`src/rtl/word_fetch_stream_pkg.sv`:
```
// Shared constants for the word fetch stream: state encodings, default widths
// and the buffer occupancy step helper.
package word_fetch_stream_pkg;

    localparam int DEF_ADDR_W = 30;
    localparam int DEF_DATA_W = 32;

    typedef enum logic [1:0] {
        ST_IDLE  = 2'd0,
        ST_RUN   = 2'd1,
        ST_DRAIN = 2'd2,
        ST_DONE  = 2'd3
    } fetch_state_t;

    function automatic logic [1:0] occ_step(input logic [1:0] occ, input logic push, input logic pop);
        return occ + {1'b0, push} - {1'b0, pop};
    endfunction

endpackage

```
`src/rtl/word_fetch_stream_skid.sv`:
```
// Two-entry FIFO capturing ROM words; head is registered and holds its last value when empty.
// Push lands in the buffer next cycle; caller must not push when full or pop when empty.
module fetch_skid_buffer
    import word_fetch_stream_pkg::*;
#(
    parameter int DATA_W = DEF_DATA_W
) (
    input  logic              clk,
    input  logic              reset,
    input  logic              push,
    input  logic [DATA_W-1:0] push_data,
    input  logic              pop,
    output logic [1:0]        occ,
    output logic [DATA_W-1:0] head
);

    logic [DATA_W-1:0] tail;

    always_ff @(posedge clk) begin
        if (reset) begin
            occ  <= 2'd0;
            head <= '0;
            tail <= '0;
        end else begin
            occ <= occ_step(occ, push, pop);
            unique case ({push, pop})
                2'b10: begin
                    if (occ == 2'd0) head <= push_data;
                    else             tail <= push_data;
                end
                2'b01: begin
                    // Popping the last entry leaves head untouched so out_data holds.
                    if (occ == 2'd2) head <= tail;
                end
                2'b11: begin
                    if (occ == 2'd1) begin
                        head <= push_data;
                    end else begin
                        head <= tail;
                        tail <= push_data;
                    end
                end
                default: ;
            endcase
        end
    end

endmodule

```
`src/rtl/word_fetch_stream.sv`:
```
// Fetch stage walking base..base+count-1 through a combinational ROM into a 2-entry skid buffer.
// First word valid 2 cycles after start; issue stalls while the buffer is full. Loop mode: FETCH_LOOP_EN.
module word_fetch_stream
    import word_fetch_stream_pkg::*;
#(
    parameter int ADDR_W = DEF_ADDR_W,
    parameter int DATA_W = DEF_DATA_W
) (
    input  logic              clk,
    input  logic              reset,
    input  logic              start,
    input  logic [ADDR_W-1:0] base,
    input  logic [ADDR_W-1:0] count,
    output logic [ADDR_W-1:0] mem_addr,
    input  logic [DATA_W-1:0] mem_data,
    output logic [DATA_W-1:0] out_data,
    output logic              out_valid,
    input  logic              out_ready,
`ifdef FETCH_LOOP_EN
    input  logic              stop,
`endif
    output logic              busy,
    output logic              done
);

    fetch_state_t      state, state_nxt;
    logic [ADDR_W-1:0] index, index_nxt;
    logic [ADDR_W-1:0] remaining, remaining_nxt;
    logic [1:0]        occ, occ_nxt;
    logic              issue, pop;

`ifdef FETCH_LOOP_EN
    logic [ADDR_W-1:0] base_q, count_q;

    always_ff @(posedge clk) begin
        if (reset) begin
            base_q  <= '0;
            count_q <= '0;
        end else if (state == ST_IDLE && start) begin
            base_q  <= base;
            count_q <= count;
        end
    end
`endif

    // Issue depends only on registered state, never on out_ready.
    assign issue     = (state == ST_RUN) && (remaining != '0) && (occ != 2'd2);
    assign pop       = out_valid && out_ready;
    assign out_valid = (occ != 2'd0);
    assign occ_nxt   = occ_step(occ, issue, pop);
    assign mem_addr  = index;
    assign busy      = (state != ST_IDLE);
    assign done      = (state == ST_DONE);

    always_comb begin
        state_nxt     = state;
        index_nxt     = index;
        remaining_nxt = remaining;
        unique case (state)
            ST_IDLE: begin
                if (start) begin
                    if (count != '0) begin
                        state_nxt     = ST_RUN;
                        index_nxt     = base;
                        remaining_nxt = count;
                    end else begin
                        state_nxt = ST_DONE;
                    end
                end
            end
            ST_RUN: begin
                if (issue) begin
                    index_nxt     = index + ADDR_W'(1);
                    remaining_nxt = remaining - ADDR_W'(1);
                    if (remaining == ADDR_W'(1)) begin
`ifdef FETCH_LOOP_EN
                        index_nxt     = base_q;
                        remaining_nxt = count_q;
`else
                        state_nxt = ST_DRAIN;
`endif
                    end
                end
`ifdef FETCH_LOOP_EN
                if (stop) state_nxt = ST_DRAIN;
`endif
            end
            ST_DRAIN: begin
                if (occ_nxt == 2'd0) state_nxt = ST_DONE;
            end
            ST_DONE: begin
                state_nxt = ST_IDLE;
            end
            default: state_nxt = ST_IDLE;
        endcase
    end

    always_ff @(posedge clk) begin
        if (reset) begin
            state     <= ST_IDLE;
            index     <= '0;
            remaining <= '0;
        end else begin
            state     <= state_nxt;
            index     <= index_nxt;
            remaining <= remaining_nxt;
        end
    end

    fetch_skid_buffer #(.DATA_W(DATA_W)) u_skid (
        .clk       (clk),
        .reset     (reset),
        .push      (issue),
        .push_data (mem_data),
        .pop       (pop),
        .occ       (occ),
        .head      (out_data)
    );

endmodule

```
`config.mk`:
```
export PLATFORM = sky130hd
export DESIGN_NAME = word_fetch_stream
export DESIGN_NICKNAME = d
export VERILOG_FILES = /design/src/rtl/word_fetch_stream_pkg.sv /design/src/rtl/word_fetch_stream_skid.sv /design/src/rtl/word_fetch_stream.sv
export SDC_FILE = /design/constraint.sdc
export NUM_CORES = 1
export LEC_CHECK = 0
export ABC_CLOCK_PERIOD_IN_PS = 5300
export CORE_MARGIN = 1
export CORE_UTILIZATION = 55
export CTS_CLUSTER_SIZE = 30
export DETAILED_ROUTE_END_ITERATION = 10
export GPL_TIMING_DRIVEN = 0
export PLACE_DENSITY = 0.87
export RECOVER_POWER = 25
export SETUP_SLACK_MARGIN = 0.1
export SKIP_CTS_REPAIR_TIMING = 1
export SLEW_MARGIN = 10
export SYNTH_ARGS = -nofsm -noshare
export SYNTH_HDL_FRONTEND = slang
export SYNTH_SLANG_ARGS = --single-unit
```
`constraint.sdc`:
```
create_clock -name clk -period 5.3 [get_ports clk]
set_input_delay 1.06 -clock clk [delete_from_list [all_inputs] [get_ports clk]]
set_output_delay 1.06 -clock clk [all_outputs]
set_load 0.03 [all_outputs]
```
==> flow_results.xml, run 1 <==
<?xml version="1.0" encoding="UTF-8"?>
<metrics>
  <group name="outcome">
    <metric name="status" unit="">finished clean</metric>
  </group>
  <group name="drt">
    <metric name="vias" unit="">7731</metric>
    <metric name="drt_first_iter_violations" unit="">1030</metric>
    <metric name="post_drt_wl_per_cell" unit="um">18.8</metric>
    <metric name="drt-pass1-iter-count" unit="">7</metric>
    <metric name="antenna_violating_nets_post_route" unit="">0</metric>
    <metric name="post_dr_vias_cell" unit="">6.24</metric>
    <metric name="wl" unit="um">23300</metric>
    <metric name="detail_route.drc_violations" unit="">0</metric>
  </group>
  <group name="global_routing">
    <metric name="grt_overflow_total" unit="">0</metric>
    <metric name="grt_util_all_layers" unit="%">36.1</metric>
    <metric name="grt_start_max_net_pins" unit="">17</metric>
    <metric name="number_of_antenna_violations_at_the_first_check_in_global_routing" unit="">0</metric>
    <metric name="grt_first_pass_wirelength" unit="um">36200</metric>
    <metric name="first_global_vias" unit="">7187</metric>
  </group>
  <group name="synthesis">
    <metric name="synth_edf_count" unit="">0</metric>
    <metric name="synthArstFlopShare" unit="%">0</metric>
    <metric name="yosys.area.top_type_share" unit="%">37.1</metric>
    <metric name="synth-seq-area-share" unit="%">37.1</metric>
    <metric name="synth_commonest_cells" unit="">dfxtp_1 (128), nand2_1 (124), a21oi_1 (113)</metric>
    <metric name="netlist_area" unit="um2">6910</metric>
    <metric name="ys_dominant_reg_cell" unit="">dfxtp_1</metric>
    <metric name="number_of_distinct_library_cells_after_synthesis" unit="">59</metric>
    <metric name="yosys_warnings" unit="">0</metric>
    <metric name="synth_top_area_cell" unit="">dfxtp_1</metric>
    <metric name="syn_nets" unit="">985</metric>
    <metric name="synth-seq-cells" unit="">128</metric>
    <metric name="largest_cells_by_area_after_synthesis" unit="">dfxtp_1 (37%), a21oi_1 (8.2%), nand2_1 (6.7%)</metric>
    <metric name="syn-instance-count" unit="">879</metric>
    <metric name="syn_area_per_cell" unit="um2">7.86</metric>
    <metric name="synth.most_common_cell" unit="">dfxtp_1</metric>
  </group>
  <group name="final_layout">
    <metric name="final_core_util" unit="%">76.6</metric>
    <metric name="drive_gt1_share" unit="%">8.79</metric>
    <metric name="synthToLayoutAreaGrowth" unit="%">34.3</metric>
    <metric name="nets" unit="">1163</metric>
    <metric name="antenna-diode-count" unit="">0</metric>
  </group>
  <group name="timing">
    <metric name="tightestPinTransition" unit="ns">1.17</metric>
    <metric name="grt_setup_unrepaired" unit="">no</metric>
    <metric name="clock_period_minus_worst_slack" unit="ns">3.84</metric>
    <metric name="finalClockSkew" unit="ns">0.00838</metric>
    <metric name="fin_crit_sh" unit="%">72.4</metric>
    <metric name="setup_total_negative_slack" unit="ns">0</metric>
    <metric name="finalMaxSlewViolations" unit="">0</metric>
    <metric name="worst_slew_margin_rel" unit="%">21.1</metric>
    <metric name="hold_viol_final" unit="">0</metric>
    <metric name="maximum_clock_rate" unit="MHz">260</metric>
    <metric name="setup_viol_count_final" unit="">0</metric>
  </group>
  <group name="worst_setup_path">
    <metric name="path_class" unit="">reg2reg</metric>
    <metric name="cp-start-kind" unit="">flip-flop</metric>
    <metric name="critical_path.reg2reg.endpoint" unit="">state[1]</metric>
    <metric name="timing.rr.start" unit="">remaining[8]</metric>
    <metric name="crit_chain" unit="">nor3_1, nand4_1, clkbuf_1, o31ai_1, nor2_1, ha_1, xnor2_1, xnor2_1, o21ai_0, nand3b_1, a211oi_1, a211oi_1</metric>
    <metric name="worst_setup_path_startpoint" unit="">remaining[8]</metric>
    <metric name="regToRegSetupSlack" unit="ns">1.46</metric>
    <metric name="r2r.worst_path.cells" unit="">12</metric>
    <metric name="timing.critical_path.required" unit="ns">5.57</metric>
    <metric name="critical-path-top-delay-family" unit="">compound AO/OA/AOI/OAI gates</metric>
    <metric name="critical-path-max-stage-delay" unit="ns">1.03</metric>
    <metric name="crit_slowest_cell" unit="">o31ai_1</metric>
    <metric name="critPathMaxFanout" unit="">10</metric>
    <metric name="cp-end-kind" unit="">flip-flop</metric>
    <metric name="timing.critical_path.arrival" unit="ns">4.11</metric>
    <metric name="timing.critical_path.buf_inv" unit="">1</metric>
  </group>
  <group name="power">
    <metric name="power.switching" unit="W">0.00309</metric>
    <metric name="cell_internal_pwr" unit="W">0.00321</metric>
    <metric name="clock_power_share" unit="%">18.3</metric>
    <metric name="ir_worst_vdd" unit="uV">427</metric>
    <metric name="leakagePower" unit="nW">3.50</metric>
    <metric name="seq_power_share" unit="%">24.6</metric>
    <metric name="comb_power_share" unit="%">57.1</metric>
    <metric name="power_density" unit="nW/um2">679</metric>
    <metric name="switching_share_of_power" unit="%">49.1</metric>
  </group>
  <group name="hold_path">
    <metric name="worst_hold_startpoint" unit="">u_skid.tail[11]</metric>
    <metric name="worst_hold_path.endpoint" unit="">u_skid.tail[11]</metric>
    <metric name="hp-class" unit="">reg2reg</metric>
    <metric name="whs_path_depth" unit="">2</metric>
  </group>
  <group name="cts">
    <metric name="ctsRootBufferMaster" unit="">clkbuf_16</metric>
    <metric name="clk_pin_slew" unit="ns">0.06</metric>
    <metric name="clk_latency" unit="ns">0.43</metric>
    <metric name="ctsHtreeMaxLevel" unit="">4</metric>
    <metric name="clock_path_buffers" unit="">2</metric>
    <metric name="clock_sink_count" unit="">128</metric>
    <metric name="numCtsBuffers" unit="">17</metric>
    <metric name="cts_tree" unit="">done</metric>
  </group>
  <group name="floorplan">
    <metric name="floorplan.die_area" unit="um2">13000</metric>
    <metric name="die_width" unit="um">114</metric>
    <metric name="floorplan.core_area" unit="um2">12100</metric>
    <metric name="chipHeight" unit="um">114</metric>
    <metric name="design.portCount" unit="">161</metric>
    <metric name="core.rowCount" unit="">40</metric>
    <metric name="floorplan.initialDensity" unit="%">57.1</metric>
  </group>
  <group name="run">
    <metric name="cap_viol_max_count" unit="">0</metric>
  </group>
  <group name="place">
    <metric name="port_buffers" unit="">159</metric>
    <metric name="post-dp-hpwl" unit="um">16100</metric>
    <metric name="finalWeightedCongestion" unit="">0.989</metric>
  </group>
</metrics>
worst min-delay path: cells and delay by family (launching register included):
kind            cells  cell delay, ns
compound gates      1            0.05
flops               1            0.30
simple gates        1            0.05
stage by stage:
| stage | cells | hold slack (ns) | total power, W | instance area [um2] | worst slack [ns] |
|---|---|---|---|---|---|
| 2_1_floorplan | 879 | 0.436 | 0.00391 | 6910 | 2.66 |
| 3_3_place_gp | 1206 | 0.441 | 0.00501 | 8710 | 1.72 |
| 3_5_place_dp | 1206 | 0.446 | 0.00507 | 8710 | 1.69 |
| 4_1_cts | 1238 | 0.453 | 0.00625 | 9300 | 2.07 |
| 5_1_grt | 1238 | 0.476 | 0.00659 | 9280 | 1.27 |
| 6_report | 1238 | 0.452 | 0.00630 | 9280 | 1.46 |
state kept, by name (all words and copies together), names as in the netlist:
| name | cells |
|---|---|
| u_skid.head | 32 |
| u_skid.occ | 2 |
| remaining | 30 |
| state | 2 |
| mem_addr | 30 |
| u_skid.tail | 32 |
area by class of cell:
| class | count | area, um2 |
|---|---|---|
| Multi-Input combinational cell | 663 | 3950 |
| Tap cell | 168 | 210 |
| Clock inverter | 12 | 138 |
| Sequential cell | 128 | 2560 |
| Clock buffer | 20 | 447 |
| Timing Repair Buffer | 159 | 1590 |
| Fill cell | 907 | 2830 |
| Buffer | 68 | 309 |
| Inverter | 20 | 75.1 |
metal layers:
metal	wire length [um]	part of all wire, %	global-route usage (%)	vias to the layer above
met1	8840	38	43.2	3494
li1	-	-	-	3533
met4	1180	5.0	20.7	0
met3	2650	11	10.6	117
met5	0	0	0	-
met2	10600	46	58.0	587
kinds of logic after synthesis:
| family | count (synthesis) | synth area share (%) |
|---|---|---|
| DFF | 128 | 37.1 |
| buffers and inverters | 88 | 5.58 |
| muxes | 35 | 5.07 |
| xor gates and xnor gates | 2 | 0.254 |
| and+or+nand+nor | 340 | 23.2 |
| AOI/OAI and AO/OA | 276 | 27.0 |
| adders and majority gates | 10 | 1.81 |
power groups by stage:
stage | Sequential [W] | Clock, W | Combinational, W
after floorplan | 0.00182 | 0 | 0.00209
after global placement | 0.00154 | 0 | 0.00346
after detailed placement | 0.00155 | 0 | 0.00352
after CTS | 0.00154 | 0.00115 | 0.00356
after global routing | 0.00157 | 0.00120 | 0.00382
final | 0.00155 | 0.00116 | 0.00360
worst max-delay path by stage:
stage | slack, ns | depth (start not counted) | to
2_1_floorplan | 2.66 | 11 | state[1]
3_3_place_gp | 1.72 | 8 | mem_addr[0]
3_5_place_dp | 1.69 | 8 | mem_addr[0]
4_1_cts | 2.07 | 8 | mem_addr[0]
5_1_grt | 1.27 | 12 | state[1]
6_report | 1.46 | 12 | state[1]
layout by cell type (no fill, tap or decap), types with 4 or more instances in the layout:
cell type / n
buf_4: 5
o32ai_1: 15
clkdlybuf4s50_1: 114
a21oi_1: 113
nand2_1: 124
a211oi_1: 11
dlygate4sd3_1: 45
clkbuf_1: 50
inv_1: 19
nand3_1: 15
clkinv_4: 6
a31o_2: 4
nor4_1: 21
mux2i_1: 35
nor2_1: 79
nor3_1: 37
o21ai_0: 62
and3_1: 5
nand4_1: 13
or3_1: 4
nor2b_1: 18
dfxtp_1: 128
ha_1: 10
nand2b_1: 5
buf_2: 10
clkbuf_16: 17
a211oi_2: 31
a21o_1: 7
(Power assumes the default switching activity.)
==> run 2: changes to the inputs <==
- ABC_CLOCK_PERIOD_IN_PS: 5300 -> 3900
- CORE_UTILIZATION: 55 -> 51
- PLACE_DENSITY: 0.87 -> 0.81
- clock period: 5.3 -> 3.9 ns (I/O delays scaled with it)
==> run 2 against run 1 <==
Against the previous run:
- clock skew barely moved
- non-clock buffer count unchanged
- routed wire length is 2.4% lower
- sequential power rose by 35%
- hold slack better by 0.0013 ns
- combinational power increased by 35%
- clock power up 43%
- global-route usage fell by 3.8 points
- cell count rose by 0.57%
- sequential share of layout area shrank 0.12 points
- die area increased by 7.7%
- largest cell class unchanged
- highest routed layer unchanged
==> flow_results.xml, run 2 (synthesis results as in run 1) <==
<?xml version="1.0" encoding="UTF-8"?>
<metrics>
  <group name="outcome">
    <metric name="status" unit="">finished clean</metric>
  </group>
  <group name="worst_setup_path">
    <metric name="cp-end-kind" unit="">flip-flop</metric>
    <metric name="timing.critical_path.arrival" unit="ns">3.45</metric>
    <metric name="regToRegSetupSlack" unit="ns">0.73</metric>
    <metric name="critical-path-max-stage-delay" unit="ns">0.51</metric>
    <metric name="timing.critical_path.buf_inv" unit="">1</metric>
    <metric name="r2r.worst_path.cells" unit="">12</metric>
    <metric name="crit_slowest_cell" unit="">nor3_1</metric>
    <metric name="timing.rr.start" unit="">remaining[8]</metric>
    <metric name="crit_chain" unit="">nor3_1, nand4_1, buf_2, o31ai_4, nor2_1, ha_1, xnor2_1, xnor2_1, o21ai_0, nand3b_1, a211oi_1, a211oi_1</metric>
    <metric name="critPathMaxFanout" unit="">10</metric>
    <metric name="timing.critical_path.required" unit="ns">4.18</metric>
    <metric name="cp-start-kind" unit="">flip-flop</metric>
    <metric name="path_class" unit="">reg2reg</metric>
    <metric name="critical-path-top-delay-family" unit="">compound AO/OA/AOI/OAI gates</metric>
    <metric name="critical_path.reg2reg.endpoint" unit="">state[1]</metric>
  </group>
  <group name="final_layout">
    <metric name="synthToLayoutAreaGrowth" unit="%">34.9</metric>
    <metric name="layoutNonFillerInstCount" unit="">1245</metric>
    <metric name="biggestRegsByFlops" unit="">u_skid.head x32, u_skid.tail x32</metric>
    <metric name="final_common_cell" unit="">dfxtp_1</metric>
    <metric name="mostFrequentLayoutCells" unit="">dfxtp_1 (128), nand2_1 (124), a21oi_1 (113)</metric>
    <metric name="antenna-diode-count" unit="">0</metric>
    <metric name="drive_gt1_share" unit="%">8.89</metric>
    <metric name="fin_area" unit="um2">9320</metric>
    <metric name="nets" unit="">1163</metric>
    <metric name="final_core_util" unit="%">70.4</metric>
  </group>
  <group name="cts">
    <metric name="cts_tree" unit="">done</metric>
    <metric name="numCtsBuffers" unit="">17</metric>
    <metric name="ctsRootBufferMaster" unit="">clkbuf_16</metric>
    <metric name="clk_latency" unit="ns">0.43</metric>
    <metric name="ctsHtreeMaxLevel" unit="">4</metric>
    <metric name="clock_path_buffers" unit="">2</metric>
    <metric name="clock_sink_count" unit="">128</metric>
    <metric name="clk_pin_slew" unit="ns">0.06</metric>
  </group>
  <group name="timing">
    <metric name="clock_period_minus_worst_slack" unit="ns">3.17</metric>
    <metric name="hold_viol_final" unit="">0</metric>
    <metric name="fin_crit_sh" unit="%">81.3</metric>
    <metric name="grt_setup_unrepaired" unit="">no</metric>
    <metric name="tightestPinTransition" unit="ns">0.742</metric>
    <metric name="worst_hold_slack" unit="ns">0.453</metric>
    <metric name="setup_viol_count_final" unit="">0</metric>
    <metric name="setup_total_negative_slack" unit="ns">0</metric>
    <metric name="finalClockSkew" unit="ns">0.00865</metric>
    <metric name="finalMaxSlewViolations" unit="">0</metric>
    <metric name="maximum_clock_rate" unit="MHz">315</metric>
    <metric name="worst_slew_margin_rel" unit="%">50.5</metric>
  </group>
  <group name="drt">
    <metric name="antenna_violating_nets_post_route" unit="">0</metric>
    <metric name="drt-pass1-iter-count" unit="">7</metric>
    <metric name="post_drt_wl_per_cell" unit="um">18.3</metric>
    <metric name="drt_first_iter_violations" unit="">865</metric>
    <metric name="wl" unit="um">22700</metric>
    <metric name="detail_route.drc_violations" unit="">0</metric>
    <metric name="vias" unit="">7505</metric>
    <metric name="post_dr_vias_cell" unit="">6.03</metric>
  </group>
  <group name="floorplan">
    <metric name="die_width" unit="um">118</metric>
    <metric name="floorplan.core_area" unit="um2">13200</metric>
    <metric name="floorplan.initialDensity" unit="%">52.2</metric>
    <metric name="design.portCount" unit="">161</metric>
    <metric name="chipHeight" unit="um">118</metric>
    <metric name="core.rowCount" unit="">42</metric>
    <metric name="floorplan.die_area" unit="um2">14000</metric>
  </group>
  <group name="global_routing">
    <metric name="grt_first_pass_wirelength" unit="um">35500</metric>
    <metric name="first_global_vias" unit="">7016</metric>
    <metric name="grt_start_max_net_pins" unit="">17</metric>
    <metric name="number_of_antenna_violations_at_the_first_check_in_global_routing" unit="">0</metric>
    <metric name="grt_overflow_total" unit="">0</metric>
    <metric name="grt_util_all_layers" unit="%">32.3</metric>
  </group>
  <group name="place">
    <metric name="finalWeightedCongestion" unit="">0.980</metric>
    <metric name="placedCellCount" unit="">1214</metric>
    <metric name="dpl-instance-area" unit="um2">8720</metric>
    <metric name="port_buffers" unit="">159</metric>
    <metric name="post-dp-hpwl" unit="um">16200</metric>
  </group>
  <group name="hold_path">
    <metric name="worst_hold_path.endpoint" unit="">u_skid.tail[25]</metric>
    <metric name="worst_hold_startpoint" unit="">u_skid.tail[25]</metric>
    <metric name="whs_path_depth" unit="">2</metric>
    <metric name="hp-class" unit="">reg2reg</metric>
  </group>
  <group name="power">
    <metric name="leakagePower" unit="nW">3.52</metric>
    <metric name="power_density" unit="nW/um2">923</metric>
    <metric name="ir_worst_vdd" unit="uV">494</metric>
  </group>
  <group name="run">
    <metric name="cap_viol_max_count" unit="">0</metric>
  </group>
</metrics>
## run 2: cell count changes in the layout (fill, tap and decap cells not counted), moves of 2 or more
cell	change
clkinv_4	-6
clkdlybuf4s50_1	-3
clkinv_2	+3
dlygate4sd3_1	+3
bufinv_16	+2
## run 2: worst max-delay path by stage
stage | to | cells after the start | start
floorplan | state[1] | 12 | remaining[12]
global placement | mem_addr[0] | 8 | count[12]
detailed placement | mem_addr[0] | 8 | count[12]
CTS | state[1] | 12 | remaining[8]
global route | state[1] | 12 | remaining[8]
finish | state[1] | 12 | remaining[8]
## run 2: area by class of cell
type | instances | area, um2
Clock buffer | 19 | 433
Fill cell | 1105 | 3920
Clock inverter | 12 | 168
Timing Repair Buffer | 159 | 1590
Buffer | 68 | 310
Multi-Input combinational cell | 663 | 3960
Sequential cell | 128 | 2560
Inverter | 20 | 75.1
Tap cell | 176 | 220
## run 2: power by group
group / switching [W] / total [W] / internal (W) / leakage [nW]
logic: 0.00318 / 0.00486 / 0.00168 / 2.18
clock network: 0.000600 / 0.00166 / 0.00106 / 0.288
registers: 0.000372 / 0.00209 / 0.00172 / 1.05
total: 0.00415 / 0.00861 / 0.00446 / 3.52
## run 2: metrics by stage
stage,setup WS [ns],total power (W)
global route,0.452,0.00904
CTS,0.797,0.00856
global placement,0.610,0.00683
detailed placement,0.631,0.00689
floorplan,1.29,0.00532
finish,0.728,0.00861
## run 2: per-layer routing
layer / part of all wire [%] / up-vias / GRT usage [%]
met1: 40 / 3417 / 40.8
li1: - / 3521 / -
met5: 0 / - / 0
met3: 10 / 78 / 6.85
met4: 4.1 / 0 / 18.5
met2: 46 / 489 / 51.1
## run 2: worst register-to-register path: cells and delay by family (launching register included)
family / cells / cell delay, ns
buffers and inverters: 1 / 0.25
AOI/OAI and AO/OA: 4 / 0.96
and+or+nand+nor: 4 / 0.95
adders and majority gates: 1 / 0.20
xor gates and xnor gates: 2 / 0.30
DFF: 1 / 0.34
